### src/rtl/pcie_byte_striper.sv
// Round-robin byte striper for a PCIe link: data and non-COM symbols fill lane groups,
// ordered sets are broadcast on every lane, and a partial group is PAD-closed before a COM.
module pcie_byte_striper #(
    parameter int         LANES   = 4,
    parameter int         OS_LEN  = 4,
    parameter logic [7:0] COM_SYM = 8'hBC,
    parameter logic [7:0] PAD_SYM = 8'hF7
) (
    input  logic                 CLK_2MHz,
    input  logic                 reset,
    input  logic                 ENB,
    input  logic [7:0]           IN_DATA,
    input  logic                 IN_K,
    input  logic                 IN_VALID,
    output logic                 IN_READY,
    output logic [8*LANES-1:0]   LANE_DATA,
    output logic [LANES-1:0]     LANE_K,
    output logic                 LANE_VALID
);

    localparam int             PW        = (LANES > 1) ? $clog2(LANES) : 1;
    localparam int             CW        = 5;
    localparam logic [CW-1:0]  OS_RELOAD = CW'(OS_LEN - 1);
    localparam logic [PW-1:0]  PTR_LAST  = PW'(LANES - 1);
    localparam logic           OS_LONG   = (OS_LEN > 1) ? 1'b1 : 1'b0;

    typedef enum logic [1:0] {
        ST_STRIPE   = 2'd0,
        ST_COM_EMIT = 2'd1,
        ST_OS       = 2'd2
    } state_t;

    state_t               state_q, state_d;
    logic [PW-1:0]        ptr_q, ptr_d;
    logic [CW-1:0]        os_cnt_q, os_cnt_d;
    logic [8*LANES-1:0]   buf_data_q, buf_data_d;
    logic [LANES-1:0]     buf_k_q, buf_k_d;
    logic [8*LANES-1:0]   lane_data_q, lane_data_d;
    logic [LANES-1:0]     lane_k_q, lane_k_d;
    logic                 lane_valid_q, lane_valid_d;

    logic                 accept_s;
    logic                 is_com_s;
    logic [8*LANES-1:0]   fill_data_s, pad_data_s;
    logic [LANES-1:0]     fill_k_s, pad_k_s;

    assign IN_READY   = ENB & (state_q != ST_COM_EMIT);
    assign accept_s   = IN_VALID & IN_READY;
    assign is_com_s   = IN_K & (IN_DATA == COM_SYM);
    assign LANE_DATA  = lane_data_q;
    assign LANE_K     = lane_k_q;
    assign LANE_VALID = lane_valid_q;

    // Candidate groups: buffer plus the incoming byte, and buffer closed out with PADs from ptr up
    always_comb begin
        fill_data_s = buf_data_q;
        fill_k_s    = buf_k_q;
        pad_data_s  = buf_data_q;
        pad_k_s     = buf_k_q;
        fill_data_s[{ptr_q, 3'b000} +: 8] = IN_DATA;
        fill_k_s[ptr_q]                   = IN_K;
        for (int i = 0; i < LANES; i++) begin
            if (PW'(i) < ptr_q) begin
                pad_data_s[8*i +: 8] = buf_data_q[8*i +: 8];
                pad_k_s[i]           = buf_k_q[i];
            end else begin
                pad_data_s[8*i +: 8] = PAD_SYM;
                pad_k_s[i]           = 1'b1;
            end
        end
    end

    // Next-state and output-register logic
    always_comb begin
        state_d      = state_q;
        ptr_d        = ptr_q;
        os_cnt_d     = os_cnt_q;
        buf_data_d   = buf_data_q;
        buf_k_d      = buf_k_q;
        lane_data_d  = lane_data_q;
        lane_k_d     = lane_k_q;
        lane_valid_d = 1'b0;
        case (state_q)
            ST_STRIPE: begin
                if (accept_s) begin
                    if (is_com_s) begin
                        if (ptr_q == {PW{1'b0}}) begin
                            lane_data_d  = {LANES{COM_SYM}};
                            lane_k_d     = {LANES{1'b1}};
                            lane_valid_d = 1'b1;
                            os_cnt_d     = OS_RELOAD;
                            state_d      = OS_LONG ? ST_OS : ST_STRIPE;
                        end else begin
                            // The COM is consumed here; its broadcast goes out from COM_EMIT
                            lane_data_d  = pad_data_s;
                            lane_k_d     = pad_k_s;
                            lane_valid_d = 1'b1;
                            ptr_d        = {PW{1'b0}};
                            buf_data_d   = {(8*LANES){1'b0}};
                            buf_k_d      = {LANES{1'b0}};
                            state_d      = ST_COM_EMIT;
                        end
                    end else begin
                        if (ptr_q == PTR_LAST) begin
                            lane_data_d  = fill_data_s;
                            lane_k_d     = fill_k_s;
                            lane_valid_d = 1'b1;
                            ptr_d        = {PW{1'b0}};
                            buf_data_d   = {(8*LANES){1'b0}};
                            buf_k_d      = {LANES{1'b0}};
                        end else begin
                            buf_data_d = fill_data_s;
                            buf_k_d    = fill_k_s;
                            ptr_d      = ptr_q + PW'(1);
                        end
                    end
                end else begin
                    lane_valid_d = 1'b0;
                end
            end
            ST_COM_EMIT: begin
                if (ENB) begin
                    lane_data_d  = {LANES{COM_SYM}};
                    lane_k_d     = {LANES{1'b1}};
                    lane_valid_d = 1'b1;
                    os_cnt_d     = OS_RELOAD;
                    state_d      = OS_LONG ? ST_OS : ST_STRIPE;
                end else begin
                    lane_valid_d = 1'b0;
                end
            end
            ST_OS: begin
                if (accept_s) begin
                    lane_data_d  = {LANES{IN_DATA}};
                    lane_k_d     = {LANES{IN_K}};
                    lane_valid_d = 1'b1;
                    if (is_com_s) begin
                        os_cnt_d = OS_RELOAD;
                    end else begin
                        os_cnt_d = os_cnt_q - CW'(1);
                        if (os_cnt_q == CW'(1)) begin
                            state_d = ST_STRIPE;
                            ptr_d   = {PW{1'b0}};
                        end else begin
                            state_d = ST_OS;
                        end
                    end
                end else begin
                    lane_valid_d = 1'b0;
                end
            end
            default: begin
                state_d  = ST_STRIPE;
                ptr_d    = {PW{1'b0}};
                os_cnt_d = {CW{1'b0}};
            end
        endcase
    end

    // State and output registers with synchronous reset
    always_ff @(posedge CLK_2MHz) begin
        if (reset) begin
            state_q      <= ST_STRIPE;
            ptr_q        <= {PW{1'b0}};
            os_cnt_q     <= {CW{1'b0}};
            buf_data_q   <= {(8*LANES){1'b0}};
            buf_k_q      <= {LANES{1'b0}};
            lane_data_q  <= {(8*LANES){1'b0}};
            lane_k_q     <= {LANES{1'b0}};
            lane_valid_q <= 1'b0;
        end else begin
            state_q      <= state_d;
            ptr_q        <= ptr_d;
            os_cnt_q     <= os_cnt_d;
            buf_data_q   <= buf_data_d;
            buf_k_q      <= buf_k_d;
            lane_data_q  <= lane_data_d;
            lane_k_q     <= lane_k_d;
            lane_valid_q <= lane_valid_d;
        end
    end

endmodule
### config.mk
export PLATFORM = sky130hd
export DESIGN_NAME = pcie_byte_striper
export DESIGN_NICKNAME = d
export VERILOG_FILES = /design/src/rtl/pcie_byte_striper.sv
export SDC_FILE = /design/constraint.sdc
export NUM_CORES = 1
export LEC_CHECK = 0
export CAP_MARGIN = 20
export CORE_MARGIN = 5
export CORE_UTILIZATION = 51
export DETAILED_ROUTE_END_ITERATION = 7
export PLACE_DENSITY_LB_ADDON = 0.05
export SYNTH_ARGS = -nofsm -noshare
export SYNTH_HDL_FRONTEND = slang
export SYNTH_SLANG_ARGS = --single-unit
### constraint.sdc
create_clock -name CLK_2MHz -period 2.8 [get_ports CLK_2MHz]
set_clock_uncertainty 0.2 [all_clocks]
set_input_delay 0.56 -clock CLK_2MHz [delete_from_list [all_inputs] [get_ports CLK_2MHz]]
set_output_delay 0.56 -clock CLK_2MHz [all_outputs]
set_load 0.01 [all_outputs]
==> impl_metrics.csv <==
group,metric,value,unit
outcome,status,"finished, final reports clean",
grt,antenna_found_initial,0,
synth,ys_async_sr_fraction,0,%
route,ant_nets,0,
cells_and_area,fillCellCount,839,
placement,port_buffers,50,
worst_setup_path,r2r-end,"LANE_DATA[22]",
clocking,clockBufferDepth,2,
run,maxCapViolations,0,
clocking,clk_pin_slew_worst_paths,0.10,ns
cells_and_area,drive_gt1_share,14.8,%
grt,grt_pass1_vias,4716,
placement,place_congestion,0.937,
floorplan,start_util,51.4,%
sta,fmax,359,MHz
worst_setup_path,worstSetupStartpointType,"primary input",
grt,grt_max_degree,36,
synth,syn_area,4680,sq um
sta,fin_crit_sh,99.4,%
floorplan,fp.dieArea,11200,sq um
synth,synth-main-ff-cell,"dfxtp_1",
floorplan,ios,51,
route,routed_wl,16200,microns
cells_and_area,stdcell_area,5910,sq um
synth,synth_top_area_cell,"dfxtp_1",
sta,worst_pin_slew,0.616,ns
route,wl_per_cell,20.2,microns
power,power,2.62,mW
synth,synth_cell_type_count,59,
hold_path,hp-start,"buf_k_q[3]",
power,power.density,444,nW/um^2
synth,synth_nets,641,
hold_path,min_path_cells,2,
cells_and_area,stdcell_count,801,
power,ir_drop,226,uV
sta,relSlewSlack,57.9,%
synth,synth-edff-count,0,
hold_path,min_delay_worst_endpoint,"buf_k_q[3]",
worst_setup_path,worst-r2r-setup-slack,0.23,ns
hold_path,hp-class,"flop to flop",
cells_and_area,utilization,64.8,%
worst_setup_path,slowest_stage,"clkdlybuf4s50_1",
cells_and_area,diodes,0,
clocking,insertion_delay,0.36,ns
worst_setup_path,rr_startpoint,"state_q[1]",
grt,grt_pass1_wl,25900,microns
placement,dp_cells,785,
clocking,htreeDepth,3,
cells_and_area,nets,713,
worst_setup_path,critPathRequiredTime,2.85,ns
route,vias,5153,
grt,overflow,0,
sta,grt_setup_unrepaired,"no",
worst_setup_path,cp_data_arrival_time,2.83,ns
sta,final_max_slew_viol_count,0,
floorplan,std_cell_rows,35,
cells_and_area,area.sequential,1640,sq um
sta,post-route-min-period,2.78,ns
route,drt_iter0_drc,519,
worst_setup_path,worstPathCellList,"clkdlybuf4s50_1 > or3b_1 > or3_1 > buf_12 > or3_1 > a21oi_1 > o32ai_1",
synth,seq_area_frac_synth,35.0,%
synth,yosys.area.top_type_share,35.0,%
floorplan,die_x,106,microns
cells_and_area,area_delta_synth_final,26.1,%
clocking,cts_tree,"done",
floorplan,coreArea,9110,sq um
worst_setup_path,cp_common_cell,"or3_1",
synth,avgSynthCellArea,7.64,sq um
worst_setup_path,crit_path_end_kind,"flop",
worst_setup_path,cp_max_fo,35,
synth,yosysWarningCount,0,
clocking,clkSinkCount,82,
synth,synthCells,613,
sta,finalHoldViolations,0,
clocking,cts_buffers,9,
cells_and_area,multi_input_area,2720,sq um
grt,grt_usage,29.2,%
worst_setup_path,reg2regPathDepth,7,
route,remaining_drc_errors,0,
route,avgViaCountPerCell,6.43,
route,first_pass_iters,6,
synth,synth_seq_cells,82,
placement,hpwlAfterDp,11600,microns
floorplan,fp.dieH,106,microns
worst_setup_path,path_class,"primary input to flop",
power,p_leak,2.26,nW
placement,place_area,5660,sq um
sta,setup_violations,0,
worst_setup_path,slowest_delay,0.54,ns
clocking,root_buffer,"clkbuf_8",
clocking,post_cts_buffers,0,
synth,synth.area.top_cells,"dfxtp_1 35%, a21oi_1 8.2%, a31oi_1 5.1%, nor4_1 4.3%, nand2_1 4.1%",
-- worst max-delay path by stage --
stage	slack, ns	cells past startpoint	start	endpoint
finish	0.02	7	IN_DATA[5]	LANE_DATA[12]
global route	0.02	8	IN_DATA[5]	LANE_DATA[22]
CTS	0.07	6	IN_DATA[5]	LANE_DATA[13]
detailed placement	-0.30	8	IN_DATA[5]	buf_data_q[1]
global placement	-0.27	7	IN_DATA[5]	LANE_DATA[7]
floorplan	0.05	8	ptr_q[0]	buf_data_q[26]
-- critical path, delay by kind of cell --
kind | cells | cell delay, ns
buf+inv | 2 | 0.74
simple gates | 3 | 1.14
compound gates | 2 | 0.38
-- sequential cells by signal (all words and copies together) (netlist names) --
| signal | flops |
|---|---|
| LANE_DATA | 32 |
| buf_data_q | 32 |
| os_cnt_q | 5 |
| LANE_K | 4 |
| buf_k_q | 4 |
| ptr_q | 2 |
| state_q | 2 |
| LANE_VALID | 1 |
-- layer usage --
| layer | track usage (%) | vias to the layer above | wire length, microns |
|---|---|---|---|
| met2 | 42.3 | 273 | 6920 |
| met3 | 5.08 | 39 | 1580 |
| met4 | 8.42 | 0 | 385 |
| met5 | 0 | - | 0 |
| met1 | 43.9 | 2439 | 7270 |
| li1 | - | 2402 | - |
-- what timing repair did --
action | 4_1_cts | 5_1_grt
hold buffers | 0 | 0
hold endpoints to repair | 0 | 0
resized for setup | 0 | 4
setup endpoints to repair | 0 | 9
-- cell type report --
class | instances | share of cell area, %
clock buffer | 9 | 2.10
clock inverter | 7 | 1.78
inverter | 31 | 1.97
multi-input combinational | 442 | 46.0
sequential | 82 | 27.8
tap | 111 | 2.35
timing repair buffer | 119 | 18.0
-- metrics by stage --
step	hold slack [ns]	setup TNS (ns)	setup WS (ns)
finish	0.240	0	0.0168
global route	0.263	0	0.0168
CTS	0.240	0	0.0743
detailed placement	0.226	-13.78	-0.305
global placement	0.227	-11.60	-0.275
floorplan	0.212	0	0.0516
-- power by group --
part	total, mW	switching, mW	internal, mW	leakage (nW)
Sequential	1.19	0.00725	1.18	0.661
Clock	1.02	0.506	0.519	0.113
Combinational	0.413	0.259	0.154	1.49
Total	2.62	0.772	1.85	2.26
-- cells in the mapped netlist (3+ instances only) --
cell type / number
a211oi_1: 22
a31oi_1: 38
o21ai_0: 18
a22o_1: 6
mux2_2: 3
nand4_1: 4
o41ai_1: 3
a22oi_1: 3
ha_1: 15
nor3_1: 6
inv_1: 30
nor4_1: 32
nand3_1: 11
mux2i_1: 5
o211ai_1: 5
o31ai_1: 6
o2bb2ai_1: 4
a221oi_1: 4
clkbuf_1: 48
buf_2: 5
a21oi_1: 77
buf_1: 4
o32ai_1: 5
nor2_1: 48
nor2b_1: 24
dfxtp_1: 82
nor3b_1: 3
or3_1: 14
nand2_1: 51
-- cells in the final DEF (no fill, tap or decap), drive strengths merged, types with 12 or more instances in the layout --
master	n
a211oi	22
a21oi	77
a31oi	38
buf	70
clkdlybuf4s50	49
dfxtp	82
ha	15
inv	34
nand2	51
nand3	12
nor2	48
nor2b	24
nor4	32
o21ai	18
or3	14
-- kinds of logic after synthesis --
family,Yosys count,share of synthesized area [%]
simple gates,212,23.8
mux,8,1.79
buf+inv,89,7.42
fa+ha+maj,15,4.01
flops,82,35.0
compound gates,207,28.0
Note: power is estimated with default switching activity, not from simulation.
